`src/rtl/led_bar_pkg.sv`:
```
// -----------------------------------------------------------------------------
// led_bar_pkg
// Shared definitions for the LED bargraph:
//   mode_t     - display mode encoding driven on the 2-bit mode input
//   cnt_width  - bit width needed for a down-counter loaded with a cycle count
// -----------------------------------------------------------------------------
package led_bar_pkg;

    typedef enum logic [1:0] {
        MODE_BAR      = 2'b00,
        MODE_DOT      = 2'b01,
        MODE_BAR_PEAK = 2'b10,
        MODE_DOT_PEAK = 2'b11
    } mode_t;

    // Width of a counter that must hold the value 'cycles' itself (clog2(cycles+1)).
    function automatic int cnt_width(input longint unsigned cycles);
        return (cycles < 2) ? 1 : $clog2(cycles + 1);
    endfunction

endpackage

```
`src/rtl/led_peak_tracker.sv`:
```
// -----------------------------------------------------------------------------
// led_peak_tracker
// Peak capture, hold and step-wise decay for the bargraph peak indicator.
//   clk          in   clock, all state on rising edge
//   reset        in   synchronous active-high reset
//   sample       in   clamped level sample (0..NUM_LEDS)
//   sample_valid in   sample is taken on this edge
//   cur          in   currently displayed level (registered in the top)
//   peak         out  registered peak value
// -----------------------------------------------------------------------------
module led_peak_tracker
    import led_bar_pkg::*;
#(
    parameter int LEVEL_W      = 4,
    parameter int HOLD_CYCLES  = 50_000_000,
    parameter int DECAY_CYCLES = 5_000_000
) (
    input  logic               clk,
    input  logic               reset,
    input  logic [LEVEL_W-1:0] sample,
    input  logic               sample_valid,
    input  logic [LEVEL_W-1:0] cur,
    output logic [LEVEL_W-1:0] peak
);

    localparam int HOLD_W  = cnt_width(HOLD_CYCLES);
    localparam int DECAY_W = cnt_width(DECAY_CYCLES);

    logic [HOLD_W-1:0]  hold_cnt;
    logic [DECAY_W-1:0] decay_cnt;

    // NOTE: state registers use non-blocking assignments so every flop samples
    // the pre-edge values of the others, independent of statement order.
    always_ff @(posedge clk) begin
        if (reset) begin
            peak      <= '0;
            hold_cnt  <= '0;
            decay_cnt <= '0;
        end else if (sample_valid && (sample >= peak)) begin
            // A new peak wins over any hold or decay activity this cycle.
            peak      <= sample;
            hold_cnt  <= HOLD_W'(HOLD_CYCLES);
            decay_cnt <= DECAY_W'(DECAY_CYCLES);
        end else if (hold_cnt != '0) begin
            hold_cnt <= hold_cnt - HOLD_W'(1);
        end else if (peak > cur) begin
            // A count of 1 means this cycle is the last of the decay interval.
            if (decay_cnt <= DECAY_W'(1)) begin
                peak      <= peak - LEVEL_W'(1);
                decay_cnt <= DECAY_W'(DECAY_CYCLES);
            end else begin
                decay_cnt <= decay_cnt - DECAY_W'(1);
            end
        end
    end

endmodule

```
`src/rtl/led_bargraph.sv`:
```
// -----------------------------------------------------------------------------
// led_bargraph
// Level-to-LED bargraph with BAR/DOT modes, optional peak marker and an
// overrange blink. Samples are captured on one edge and shown on the next.
//   clk          in   clock, all state on rising edge
//   reset        in   synchronous active-high reset
//   level_in     in   unsigned level sample
//   level_valid  in   level_in is sampled on this edge
//   mode         in   00 BAR, 01 DOT, 10 BAR_PEAK, 11 DOT_PEAK
//   led_out      out  registered LED drive, bit 0 = lowest LED
//   peak_level   out  registered peak value
//   overrange    out  registered, last sample exceeded NUM_LEDS
// -----------------------------------------------------------------------------
module led_bargraph
    import led_bar_pkg::*;
#(
    parameter int NUM_LEDS     = 10,
    parameter int LEVEL_W      = 4,
    parameter int HOLD_CYCLES  = 50_000_000,
    parameter int DECAY_CYCLES = 5_000_000,
    parameter int BLINK_CYCLES = 12_500_000
) (
    input  logic                clk,
    input  logic                reset,
    input  logic [LEVEL_W-1:0]  level_in,
    input  logic                level_valid,
    input  logic [1:0]          mode,
    output logic [NUM_LEDS-1:0] led_out,
    output logic [LEVEL_W-1:0]  peak_level,
    output logic                overrange
);

    if (NUM_LEDS < 2 || NUM_LEDS > 64) begin : g_bad_num_leds
        $error("led_bargraph: NUM_LEDS must be within 2..64");
    end
    if ((longint'(1) << LEVEL_W) <= longint'(NUM_LEDS)) begin : g_bad_level_w
        $error("led_bargraph: 2**LEVEL_W must exceed NUM_LEDS");
    end

    localparam int                 BLINK_W   = cnt_width(BLINK_CYCLES);
    localparam logic [LEVEL_W-1:0] MAX_LEVEL = LEVEL_W'(NUM_LEDS);

    logic [LEVEL_W-1:0]  cur;
    logic [BLINK_W-1:0]  blink_cnt;
    logic                blink_on;
    logic                over_now;
    logic [LEVEL_W-1:0]  sample;
    logic [NUM_LEDS-1:0] bar;
    logic [NUM_LEDS-1:0] dot;
    logic [NUM_LEDS-1:0] peak_dot;
    logic [NUM_LEDS-1:0] pattern;

    assign over_now = (level_in > MAX_LEVEL);
    assign sample   = over_now ? MAX_LEVEL : level_in;

    led_peak_tracker #(
        .LEVEL_W      (LEVEL_W),
        .HOLD_CYCLES  (HOLD_CYCLES),
        .DECAY_CYCLES (DECAY_CYCLES)
    ) u_peak (
        .clk          (clk),
        .reset        (reset),
        .sample       (sample),
        .sample_valid (level_valid),
        .cur          (cur),
        .peak         (peak_level)
    );

    // NOTE: every combinational output gets a default before any branch, so
    // no path leaves a signal unassigned and no latch is inferred.
    always_comb begin
        bar      = '0;
        dot      = '0;
        peak_dot = '0;
        pattern  = '0;
        for (int i = 0; i < NUM_LEDS; i++) begin
            bar[i]      = (i < int'(cur));
            dot[i]      = (i + 1 == int'(cur));
            peak_dot[i] = (i + 1 == int'(peak_level));
        end
        case (mode_t'(mode))
            MODE_BAR:      pattern = bar;
            MODE_DOT:      pattern = dot;
            MODE_BAR_PEAK: pattern = bar | peak_dot;
            MODE_DOT_PEAK: pattern = dot | peak_dot;
            default:       pattern = '0;
        endcase
    end

    always_ff @(posedge clk) begin
        if (reset) begin
            cur       <= '0;
            overrange <= 1'b0;
            blink_cnt <= '0;
            blink_on  <= 1'b1;
            led_out   <= '0;
        end else begin
            // Output edge: show what was captured on the previous edge.
            led_out <= overrange ? {NUM_LEDS{blink_on}} : pattern;

            // Blink runs only while overrange is held; a rising overrange
            // (below) restarts it and the two branches are mutually exclusive.
            if (overrange) begin
                if (blink_cnt <= BLINK_W'(1)) begin
                    blink_on  <= ~blink_on;
                    blink_cnt <= BLINK_W'(BLINK_CYCLES);
                end else begin
                    blink_cnt <= blink_cnt - BLINK_W'(1);
                end
            end

            // Capture edge.
            if (level_valid) begin
                cur       <= sample;
                overrange <= over_now;
                if (over_now && !overrange) begin
                    blink_on  <= 1'b1;
                    blink_cnt <= BLINK_W'(BLINK_CYCLES);
                end
            end
        end
    end

endmodule

```
`config.mk`:
```
export PLATFORM = sky130hd
export DESIGN_NAME = led_bargraph
export DESIGN_NICKNAME = d
export VERILOG_FILES = /design/src/rtl/led_bar_pkg.sv /design/src/rtl/led_peak_tracker.sv /design/src/rtl/led_bargraph.sv
export SDC_FILE = /design/constraint.sdc
export NUM_CORES = 1
export LEC_CHECK = 0
export BUFFER_PORTS_ARGS = -buffer_cell sky130_fd_sc_hd__buf_2
export CAP_MARGIN = 40
export CORE_MARGIN = 4
export CORE_UTILIZATION = 35
export DETAILED_ROUTE_END_ITERATION = 10
export SLEW_MARGIN = 20
export SYNTH_ARGS = -nofsm -noshare
export SYNTH_HDL_FRONTEND = slang
export SYNTH_SLANG_ARGS = --single-unit
```
`constraint.sdc`:
```
create_clock -name clk -period 8.2 [get_ports clk]
set_input_delay 0.82 -clock clk [delete_from_list [all_inputs] [get_ports clk]]
set_output_delay 0.82 -clock clk [all_outputs]
set_load 0.03 [all_outputs]
```
==> results of run 1 <==
## worst max-delay path, stage by stage (launching register included)
cell,delay [ns]
dfxtp_1,0.32
inv_1,0.09
ha_1,0.24
or4b_1,0.45
or4_4,0.54
nor2_2,0.55
nand2_1,0.50
o41ai_1,0.51
a21oi_1,0.11
## cell type report
cell class              instances  area [sq um]  share of cell area
multi-input cells             445          2770               0.515
clock inverters                 5          50.0             0.00930
clock buffers                  11           243              0.0451
well taps                     176           220              0.0409
inverters                      17          63.8              0.0119
flip-flops and latches         93          1860               0.346
repair buffers                 27           173              0.0321
## cells in the final DEF, fill, tap and decap left out, types with 14 or more instances in the layout
cell type / netlist / final
nand2_1: 30 / 30
o21ai_0: 19 / 19
nand4_1: 15 / 15
inv_1: 17 / 17
nand3_1: 14 / 14
buf_2: 1 / 23
nor2_1: 77 / 77
xnor2_1: 33 / 33
nor4_1: 20 / 20
ha_1: 17 / 17
a21oi_1: 55 / 55
dfxtp_1: 93 / 93
xor2_1: 16 / 16
nor3_1: 28 / 27
## final timing paths
check | endpoint | slack [ns] | depth (start not counted)
max | u_peak.decay_cnt[21] | 4.74 | 8
min | u_peak.decay_cnt[7] | 0.48 | 2
max reg2reg | u_peak.decay_cnt[21] | 4.74 | 8
min reg2reg | u_peak.decay_cnt[7] | 0.48 | 2
## per-layer routing
metal	vias up	track usage
met5	-	0
met4	0	0.0536
met3	12	0.0384
met2	66	0.231
met1	1967	0.187
li1	2116	-
## power breakdown
group | switching [mW] | internal (mW)
Clock | 0.174 | 0.242
Sequential | 0.0638 | 0.512
Combinational | 0.248 | 0.175
Total | 0.486 | 0.930
## stage by stage
stage               power [mW]  std cells  worst slack, ns
floorplan                0.911        586             5.45
global placement         0.994        756             4.84
detailed placement        1.00        757             4.76
CTS                       1.43        773             4.76
global route              1.51        774             4.47
finish                    1.42        774             4.74
## sequential cells by signal, indices dropped and copies added, names as in the netlist
signal and flops:
overrange 1, u_peak.decay_cnt 23, blink_on 1, blink_cnt 24, u_peak.peak 4, cur 4, u_peak.hold_cnt 26, led_out 10
## kinds of logic (layout without fill, tap and decap cells)
family / after synthesis / in the layout / synth area share
and+or+nand+nor: 252 / 252 / 0.276
muxes: 8 / 8 / 0.0166
AOI/OAI and AO/OA: 119 / 119 / 0.147
xor gates and xnor gates: 49 / 49 / 0.0892
buffers and inverters: 48 / 60 / 0.0400
DFF: 93 / 93 / 0.387
adders and majority gates: 17 / 17 / 0.0442
==> impl.org, run 1 <==
** Yosys
- Mapped Area :: 4810 sq um
- Counting every net in the synthesized netlist gives between 600 and 700.
- For this run, the number of Yosys warnings is 0.
- The cell count after synthesis came out at 586.
- In the synthesized netlist the dominant register cell turns out to be dfxtp_1.
- Ys async rst share :: 0
- Top cells by area, synth :: dfxtp_1 (39%), nor2_1 (6.0%), xnor2_1 (6.0%)
- After synthesis the netlist holds a flip-flop and latch count of slightly above 90.
- Synth cell types :: 58
- The share of the Yosys chip area taken by registers is 0.387.
- Library cell occupying the most area in the post-synthesis netlist :: dfxtp_1
- By instance count, the leading cell after synthesis is dfxtp_1.
- EDFF count, synth :: 0
- Dividing the synthesized area by the synthesized cell count gives 8.21 sq um.
- Top-area cell type share of the netlist area :: 0.387
- Ranked by instance count, the synthesized netlist is headed by dfxtp_1 (93), nor2_1 (77), a21oi_1 (55).

** Worst setup path
- For the worst setup path, the data arrival time is roughly 3.7 ns.
- Worst-path maximum fanout :: 17
- R2R Path Start :: u_peak.hold_cnt[0]
- The worst setup path is launched from a register.
- Capturing element type of the critical path :: register
- The critical path is of the reg2reg type.
- Timing startpoint of the critical path :: u_peak.hold_cnt[0]
- For the worst setup path, the data required time is 8.40 ns.

** Layout
- Of the cells placed in the final design, the portion with a size suffix greater than 1 is 0.0903.
- After routing the design area is 5380 sq um.
- Compared with the post-synthesis result, the final layout area differs by 11.8%.
- The final layout contains around 620 nets.
- Filler cell count in the final layout :: 1375
- Final core area utilization :: 0.403
- The number of antenna diodes in the final layout is 0.

** GRT
- The number of antenna violations at the first check in global routing was 0.
- The first global-routing pass estimated roughly 19 mm of wire.
- The number of global-route vias before repair is 4000.
- All-Layer GR Usage :: 0.144
- Entering global routing, the biggest net connects 45 pins.
- After global routing the overflow that remains totals 0.

** STA
- Timing would allow up to 289 MHz.
- Of the available clock period, the critical path in the final layout requires 0.421.
- At the pin with the least slew margin, the transition time is ~0.86 ns.
- Worst slew slack as a fraction of its limit :: 0.412
- Setup repair after global routing left no endpoint under its margin.
- Final TNS setup :: 0 ns
- The final hold violation count came to 0.
- On the final layout, the worst hold slack is 0.485 ns.
- Clock skew on the completed layout was measured at 0.00952 ns.
- Number of pins exceeding their max-slew limit in the final report :: 0
- After layout, the minimum clock period comes to 3.46 ns.
- Final number of setup-violating endpoints :: 0

** Detailed routing
- For this run, design rule violations remaining after detail routing come to 0.
- In the detailed route, the total length drawn on met3 is between 300 and 400 um.
- After detailed routing, the average wire length per cell comes to 14.1 um.
- Routed met2 length :: 5.03 mm
- Via Count :: 4161
- Routed signal wires occupy layers up through met4.
- Violation count after the first detailed-routing iteration :: 300
- Dividing the detail-routed via count by the number of cells gives 5.38.
- First-pass detailed-route iteration total :: 4
- Once detail routing completed, the nets flagged for antenna violations numbered 0.
- For this block, wires on met1 add up to around 5.3 mm.
- For this block, the routed nets add up to 10.9 mm of wire.

** Clock network
- CTS tree :: built
- Number of levels the H-tree was split into :: 3
- Post-CTS repair changed the size of 0 cells.
- The number of clock buffers added by TritonCTS is 9.
- Insertion delay of the later-clocked pin in the worst-skew pair :: 0.35 ns
- Post-CTS timing repair inserted 0 buffers for setup.
- Total clock sinks :: 93
- Clock root cell :: clkbuf_16
- Clock slew at reported path FFs :: 0.06 ns
- Buffers inserted to repair hold after CTS numbered 0.
- Buffer levels on the longest clock path :: 2

** Power
- Maximum ir drop on the vdd rail :: between 0.1 and 0.15 mV
- Dividing total power by cell area gives a power density of 263 nW/um^2.
- Leakage power figure :: 2.00 nW

** Outcome
- The run finished with clean final reports.

** Worst hold path
- Hold path startpoint :: u_peak.decay_cnt[7]
- Path type of the worst min-delay path :: reg2reg

** Place
- Summing all placed instances gives a cell area of about 5000 sq um.
- Number of buffers inserted by port buffering :: 23
- Post-detail-place hpwl :: 7.62 mm
- The congestion estimate from routability-driven global placement came to 0.842.

** Run
- Max-cap violations in this run came to 0.

** Die
- The floorplan step defined a core boundary enclosing 13300 sq um.
- Row Count :: 42
- Die Wd :: around 130 um
- In this run the vertical extent of the chip is around 130 um.
- 24 I/O pins were placed.
- Floorplan die area :: around 16000 sq um
- Initial Utilization :: 0.361
Power figures use the tool's default switching activity.
==> run 2: changes to the inputs <==
==> constraint.sdc (replaced) <==
create_clock -name clk -period 3.3 [get_ports clk]
set_input_delay 0.33 -clock clk [delete_from_list [all_inputs] [get_ports clk]]
set_output_delay 0.33 -clock clk [all_outputs]
set_load 0.03 [all_outputs]
==> run 2 against run 1 <==
  * Maximum frequency is 22% higher
  * Critical path type unchanged
  * Via count rose by 2.4%
  * Sequential cell count did not move
  * Critical endpoint is now u_peak.decay_cnt[17]
  * Register-to-register slack lost 4.3 ns
  * Clock power rose to 2.6 times the previous value
  * Sequential power increased by 150%
==> impl.org, run 2 (same netlist as run 1, synthesis figures left out) <==
** Die
- The number of top-level pins came to 24 (unchanged).
- The height of the chip is 125 um (unchanged).
- Floorplan die area :: 15700 sq um (unchanged)
- Initial Utilization :: 0.361 (unchanged)
- Row Count :: 42 (unchanged)
- Die Wd :: 125 um (unchanged)
- Placeable Area :: 13300 sq um (unchanged)

** Clock network
- The TritonCTS buffer count came to 9 (unchanged).
- The register clock-pin slew on the reported worst setup and hold paths came to 0.07 ns (about the same).
- The number of buffers inserted for hold repair after clock tree synthesis came to 0 (unchanged).
- Post CTS Setup Buffer Count :: 0 (unchanged)
- Total clock sinks :: 93 (unchanged)
- The number of H-tree branching levels came to 3 (unchanged).
- The deepest clock path buffer count came to 2 (unchanged).
- The post-cts gate resize count came to 0 (unchanged).
- Clock root cell :: clkbuf_16
- TritonCTS built the clock tree.
- Insertion delay of the later-clocked pin in the worst-skew pair :: 0.34 ns (about the same)

** STA
- Final Hold Violating Endpoints :: 0 (unchanged)
- The maximum clock rate came to 353 MHz (+22%).
- Worst slew slack as a fraction of its limit :: 0.564 (+0.152)
- Largest clock skew in the final design :: 0.0115 ns (+0.00200 ns)
- The shortest period the worst path allows was 2.83 ns (-0.621 ns).
- The measured slew at the worst slew-check pin came to 0.648 ns (-0.212 ns).
- The number of endpoints failing setup at the final stage came to 0 (unchanged).
- Post-route fraction of the period consumed by the critical path :: 0.859 (+0.437)
- Final TNS setup :: 0 ns (unchanged)
- RSZ-0062 raised after global routing :: false
- Number of pins exceeding their max-slew limit in the final report :: 0 (unchanged)

** Layout
- Most common cell after layout, fill and taps aside :: dfxtp_1
- Antenna Diode Count :: 0 (unchanged)
- The layout filler cell count was 1332 (-3.1%).
- The largest registers in the layout are u_peak.hold_cnt x26, blink_cnt x24, u_peak.decay_cnt x23.
- Largest register by flop count :: u_peak.hold_cnt
- Final layout net count :: 628 (+1.5%)
- In the layout the commonest cells are dfxtp_1 (93), nor2_1 (77), a21oi_1 (55).
- Finished Layout Cells :: 783 (+1.2%)
- Max FFs per register :: 26 (unchanged)
- Layout cell share with drive strength beyond 1 :: 0.104 (+0.0135)
- The area growth from synthesis to layout is 13.0%.
- The area of all placed cells without fillers came to 5440 sq um (+1.1%).

** Worst setup path
- The kind of cell with the highest combined delay along the critical path is simple AND/OR/NAND/NOR gates.
- The maximum fanout along the worst path is 12 (-5).
- The data required time of the worst path is 3.57 ns (-4.83 ns).
- The worst setup path is launched from a register.
- Maximum cell stage delay along the critical path :: 0.54 ns (about the same)
- The combined buffer and inverter count along the critical path is 2 (+1).
- The worst setup path is captured at a register.
- Cells along the critical path :: inv_1, ha_1, or4b_1, or4_4, or2_0, nor3_2, buf_4, nand4_1, a21oi_1
- On the critical path, the stage with the largest delay is an instance of or4_4.
- The critical path in this run is classified as reg2reg.
- The arrival time at the worst endpoint came to 3.10 ns (-0.56 ns).

** Power
- The net switching component of the power was 1.24 mW (+160%).
- Clock power frac :: 0.301 (+0.007)
- Total power consumption of the routed design :: 3.60 mW (+150%)
- The internal power contribution came to 2.36 mW (+150%).
- Maximum ir drop on the vdd rail :: 0.261 mV (+130%)
- Sequential share of power :: 0.397 (-0.010)
- The static power due to leakage was 2.04 nW (+1.7%).
- Net switching share of the total power :: 0.344 (+0.00103)
- Total power per unit cell area :: 662 nW/um^2 (+150%)
- Share of total power in combinational logic :: 0.302 (+0.003)

** Detailed routing
- The number of vias after detailed routing was 4260 (+2.4%).
- The total wire length after detailed routing is 10.9 mm (+0.23%).
- The number of routed nets with antenna violations came to 0 (unchanged).
- DRC violation count after routing :: 0 (unchanged)
- The wire length per cell is 13.9 um (-0.92%).
- Violation count after the first detailed-routing iteration :: 459 (+53%)
- The per-cell via count in the routed design came to 5.44 (+1.2%).
- The number of optimization iterations in the first detailed-route pass was 5 (+1).

** Place
- The final estimated routing congestion in global placement came to 0.837 (-0.55%).
- Post-placement cell area :: 5120 sq um (+1.3%)
- The number of placed instances, taps included came to 767 (+1.3%).
- Post-detail-place hpwl :: 7.65 mm (+0.43%)
- Number of buffers inserted by port buffering :: 23 (unchanged)

** Run
- The number of max-capacitance violations reported was 0 (unchanged).

** Outcome
- Outcome :: finished, final reports clean

** GRT
- The number of antenna violations at the first check in global routing is 0 (unchanged).
- The all-layer global routing usage came to 0.140 (-0.00453).
- Remaining global-route overflow :: 0 (unchanged)
- Wire length of the first global-routing pass :: 18.8 mm (-0.51%)
- Pin count of the biggest net entering global routing :: 30 (-33%)
- Via count of the first global-routing pass :: 3952 (-1.2%)

** Worst hold path
- In this run the worst hold path is classified as in2reg.
[run 2: layer usage]
| metal | vias to the layer above | GRT usage | part of all wire |
|---|---|---|---|
| met5 | - | 0 | 0 |
| met2 | 94 | 0.222 | 0.46 |
| li1 | 2139 | - | - |
| met4 | 0 | 0.0408 | 0.013 |
| met1 | 2009 | 0.192 | 0.48 |
| met3 | 18 | 0.0286 | 0.042 |
[run 2: worst min-delay path, delay by kind of cell]
| family | cells | cell delay (ns) |
|---|---|---|
| buffers and inverters | 1 | 0.12 |
| AOI/OAI and AO/OA | 1 | 0.05 |
| and+or+nand+nor | 1 | 0.08 |
[run 2: path summary, 6_finish.rpt]
kind | from | endpoint | slack, ns | cells past startpoint
min reg2reg | blink_cnt[3] | blink_cnt[3] | 0.49 | 2
max | u_peak.hold_cnt[0] | u_peak.decay_cnt[17] | 0.47 | 9
min | level_in[0] | cur[0] | 0.30 | 3
max reg2reg | u_peak.hold_cnt[0] | u_peak.decay_cnt[17] | 0.47 | 9
[run 2: area by class of cell]
| cell class | instances | area [sq um] | area share |
|---|---|---|---|
| Tap cell | 176 | 220 | 0.0405 |
| Clock buffer | 11 | 253 | 0.0465 |
| Clock inverter | 5 | 63.8 | 0.0117 |
| Inverter | 17 | 63.8 | 0.0117 |
| Multi-Input combinational cell | 445 | 2770 | 0.509 |
| Timing Repair Buffer | 36 | 209 | 0.0384 |
| Sequential cell | 93 | 1860 | 0.342 |
[run 2: per-stage QoR]
step                hold slack, ns  setup slack, ns   util
finish                       0.299            0.466  0.408
CTS                          0.287            0.481  0.408
global placement             0.461            0.571  0.384
floorplan                    0.450            0.716      -
global route                 0.298            0.336  0.408
detailed placement           0.473            0.500  0.384
[run 2: power by group through the flow]
stage / Combinational (mW) / Clock [mW] / Sequential [mW]
4_1_cts: 1.09 / 1.11 / 1.43
3_3_place_gp: 1.06 / 0 / 1.44
6_report: 1.09 / 1.08 / 1.43
3_5_place_dp: 1.08 / 0 / 1.45
2_1_floorplan: 0.829 / 0 / 1.43
5_1_grt: 1.22 / 1.16 / 1.45
==> run 3: changes to the inputs <==
--- a/config.mk
+++ b/config.mk
@@ -7,8 +7,10 @@
 export LEC_CHECK = 0
 export BUFFER_PORTS_ARGS = -buffer_cell sky130_fd_sc_hd__buf_2
 export CAP_MARGIN = 40
+export CORE_ASPECT_RATIO = 2
 export CORE_MARGIN = 4
 export CORE_UTILIZATION = 35
+export CTS_CLUSTER_SIZE = 25
 export DETAILED_ROUTE_END_ITERATION = 10
 export SLEW_MARGIN = 20
 export SYNTH_ARGS = -nofsm -noshare
==> run 3 against run 2 <==
  * Utilization is 0.32 points lower
  * Clock skew is 0.0015 ns lower
  * Critical path depth is 1 lower
  * Power is 1.4% higher
  * Critical path type unchanged
  * Hold slack worse by 0.0037 ns
  * Global-route usage is 1.3 points higher
  * Via count is 1.5% higher
  * Sequential cell count stayed put
==> impl.org, run 3 (same netlist as run 1, synthesis figures left out) <==
** Outcome
- The flow ran to the end, and the final reports show no timing, DRC or antenna violations.

** Power
- The total power density per cell area is 672 nW/um^2 (+1.5%).
- Leakage power figure :: 2.05 nW (+0.80%)
- Share of total power in combinational logic :: 0.301 (about the same)
- The net switching component of the power came to 1.23 mW (-0.54%).
- Net switching share of the total power :: 0.338 (-0.00649)
- Sequential share of power :: 0.391 (-0.006)
- The maximum vdd drop came to 0.268 mV (+2.7%).
- Internal power :: 2.42 mW (+2.4%)
- The fraction of power consumed by the clock network is 0.308 (+0.007).

** STA
- Final TNS setup :: 0 ns (unchanged)
- Setup repair after global routing left no endpoint under its margin.
- The normalized max-slew margin is 0.430 (-0.134).
- The worst-case hold slack is 0.296 ns (-0.00370 ns).
- The portion of the clock cycle consumed by the worst path in the final layout was 0.916 (+0.0573).
- Final Critical Period :: 3.02 ns (+0.189 ns)
- Number of pins exceeding their max-slew limit in the final report :: 0 (unchanged)
- Largest clock skew in the final design :: 0.0100 ns (-0.00147 ns)
- Final number of setup-violating endpoints :: 0 (unchanged)
- The measured slew at the worst slew-check pin came to 0.847 ns (+0.200 ns).
- The final hold violation count is 0 (unchanged).
- Highest clock frequency the design can meet :: 331 MHz (-6.3%)

** Die
- Floorplan die area :: 15800 sq um (+0.73%)
- Die Wd :: 90.9 um (-27%)
- The floorplan core area came to 13400 sq um (+0.68%).
- The row count came to 60 (+43%).
- Top-level I/O count :: 24 (unchanged)
- Initial Utilization :: 0.358 (-0.00242)
- Die extent in y :: 174 um (+39%)

** Worst setup path
- Req. time, crit path :: 3.52 ns (-0.05 ns)
- The critical path goes through inv_1, ha_1, or4b_1, or4_4, nor2_2, nand2_1, o41ai_1, a21oi_1.
- Data arrival at the endpoint of the critical path :: 3.24 ns (+0.14 ns)
- Worst-path maximum fanout :: 15 (+3)
- The critical path in this run is classified as reg2reg.
- Maximum cell stage delay along the critical path :: 0.54 ns (about the same)
- The worst setup path is launched from a register.
- Cell with the largest stage delay on the worst path :: or4_4
- Capturing element type of the critical path :: register

** GRT
- Wire length of the first global-routing pass :: 20.2 mm (+7.1%)
- Initial antenna violation count :: 0 (unchanged)
- The all-layer global routing usage is 0.152 (+0.0128).
- Via count of the first global-routing pass :: 4462 (+13%)
- Remaining global-route overflow :: 0 (unchanged)
- The largest net degree at the start of global routing is 24 (-20%).

** Detailed routing
- The number of routed nets with antenna violations is 0 (unchanged).
- The number of optimization iterations in the first detailed-route pass was 4 (-1).
- The DRC violation total after the first TritonRoute iteration is 261 (-43%).
- Overall routed net length :: 11.8 mm (+8.0%)
- Via Count :: 4324 (+1.5%)
- The wire length per cell is 15.4 um (+11%).
- The per-cell via count in the routed design is 5.67 (+4.2%).
- DRC violation count after routing :: 0 (unchanged)

** Layout
- Registers with the highest flip-flop counts :: u_peak.hold_cnt x26, blink_cnt x24, u_peak.decay_cnt x23
- The fraction of final layout cells sized beyond drive strength 1 was 0.105 (+0.00147).
- The number of antenna diodes is 0 (unchanged).
- The flip-flop count of the largest register, all copies and words added came to 26 (unchanged).
- The top cell types in the final layout, fill and taps aside, are dfxtp_1 (93), nor2_1 (77), a21oi_1 (55).
- Final layout net count :: 629 (+0.16%)
- From synthesis to final layout, the design area changed by 12.9%.
- The library cell used most frequently in the layout, excluding fill and tap cells, is dfxtp_1.
- Largest register by flop count :: u_peak.hold_cnt

** Place
- Number of buffers inserted by port buffering :: 23 (unchanged)
- The HPWL after detailed placement came to 8.87 mm (+16%).
- The final estimated routing congestion in global placement was 0.844 (+0.88%).

** Clock network
- The number of H-tree branching levels was 3 (unchanged).
- The deepest clock path buffer count came to 2 (unchanged).
- Total clock sinks :: 93 (unchanged)
- Total of cells resized after clock tree synthesis :: 0 (unchanged)
- The register clock-pin slew on the reported worst setup and hold paths was 0.06 ns (about the same).
- CTS tree :: built
- The tree is rooted in a clkbuf_16.
- The number of buffers inserted for hold repair after clock tree synthesis was 0 (unchanged).
- The buffers inserted during post-CTS setup optimization was 0 (unchanged).
- TritonCTS Buffers :: 9 (unchanged)
- The source-to-sink clock delay at the later pin of the worst-skew pair is 0.34 ns (about the same).

** Worst hold path
- Path type of the worst min-delay path :: in2reg

** Run
- Max-cap violations :: 0 (unchanged)
[run 3: cell types whose count changed in the layout (fill, tap and decap cells not counted), sizes merged]
cell / before / now
clkinvlp: 1 / 0
clkinv: 1 / 2
buf: 36 / 37
inv: 19 / 18
bufinv: 1 / 2
[run 3: worst paths after layout]
check | from | endpoint | slack [ns] | cells past startpoint
hold reg to reg | u_peak.decay_cnt[7] | u_peak.decay_cnt[7] | 0.48 | 2
setup / recovery | u_peak.hold_cnt[0] | u_peak.decay_cnt[21] | 0.28 | 8
hold / removal | level_in[0] | cur[0] | 0.30 | 3
setup reg to reg | u_peak.hold_cnt[0] | u_peak.decay_cnt[21] | 0.28 | 8
[run 3: cell type report]
type / instances / area, sq um
Fill cell: 1364 / 8000
Tap cell: 155 / 194
Clock buffer: 11 / 243
Inverter: 17 / 63.8
Sequential cell: 93 / 1860
Clock inverter: 5 / 82.6
Multi-Input combinational cell: 445 / 2770
Timing Repair Buffer: 37 / 220
[run 3: metal layers]
| layer | up-vias | track usage | part of all wire |
|---|---|---|---|
| met5 | - | 0 | 0 |
| met4 | 0 | 0.0781 | 0.036 |
| met3 | 31 | 0.0265 | 0.027 |
| met2 | 92 | 0.297 | 0.56 |
| met1 | 2064 | 0.148 | 0.37 |
| li1 | 2137 | - | - |
[run 3: critical path, delay by kind of cell (launching register included)]
kind                     cells  cell delay (ns)
AO/OA/AOI/OAI                2             0.58
adder cells (fa/ha/maj)      1             0.23
buffers and inverters        1             0.09
flip-flops                   1             0.32
AND/OR/NAND/NOR              4             1.67
[run 3: through the flow]
stage	power [mW]	cell area, sq um	instances	setup WS (ns)	utilization
floorplan	2.26	4810	586	0.716	-
global placement	2.51	5110	747	0.425	0.380
detailed placement	2.55	5110	747	0.261	0.380
CTS	3.68	5430	763	0.250	0.404
global route	3.88	5430	763	0.00405	0.404
finish	3.65	5430	763	0.276	0.404
[run 3: power groups by stage]
stage          Clock (mW)  Sequential, mW  Combinational [mW]
2_1_floorplan           0            1.43               0.829
3_3_place_gp            0            1.44                1.07
3_5_place_dp            0            1.45                1.10
4_1_cts              1.15            1.43                1.10
5_1_grt              1.21            1.45                1.22
6_report             1.12            1.43                1.10
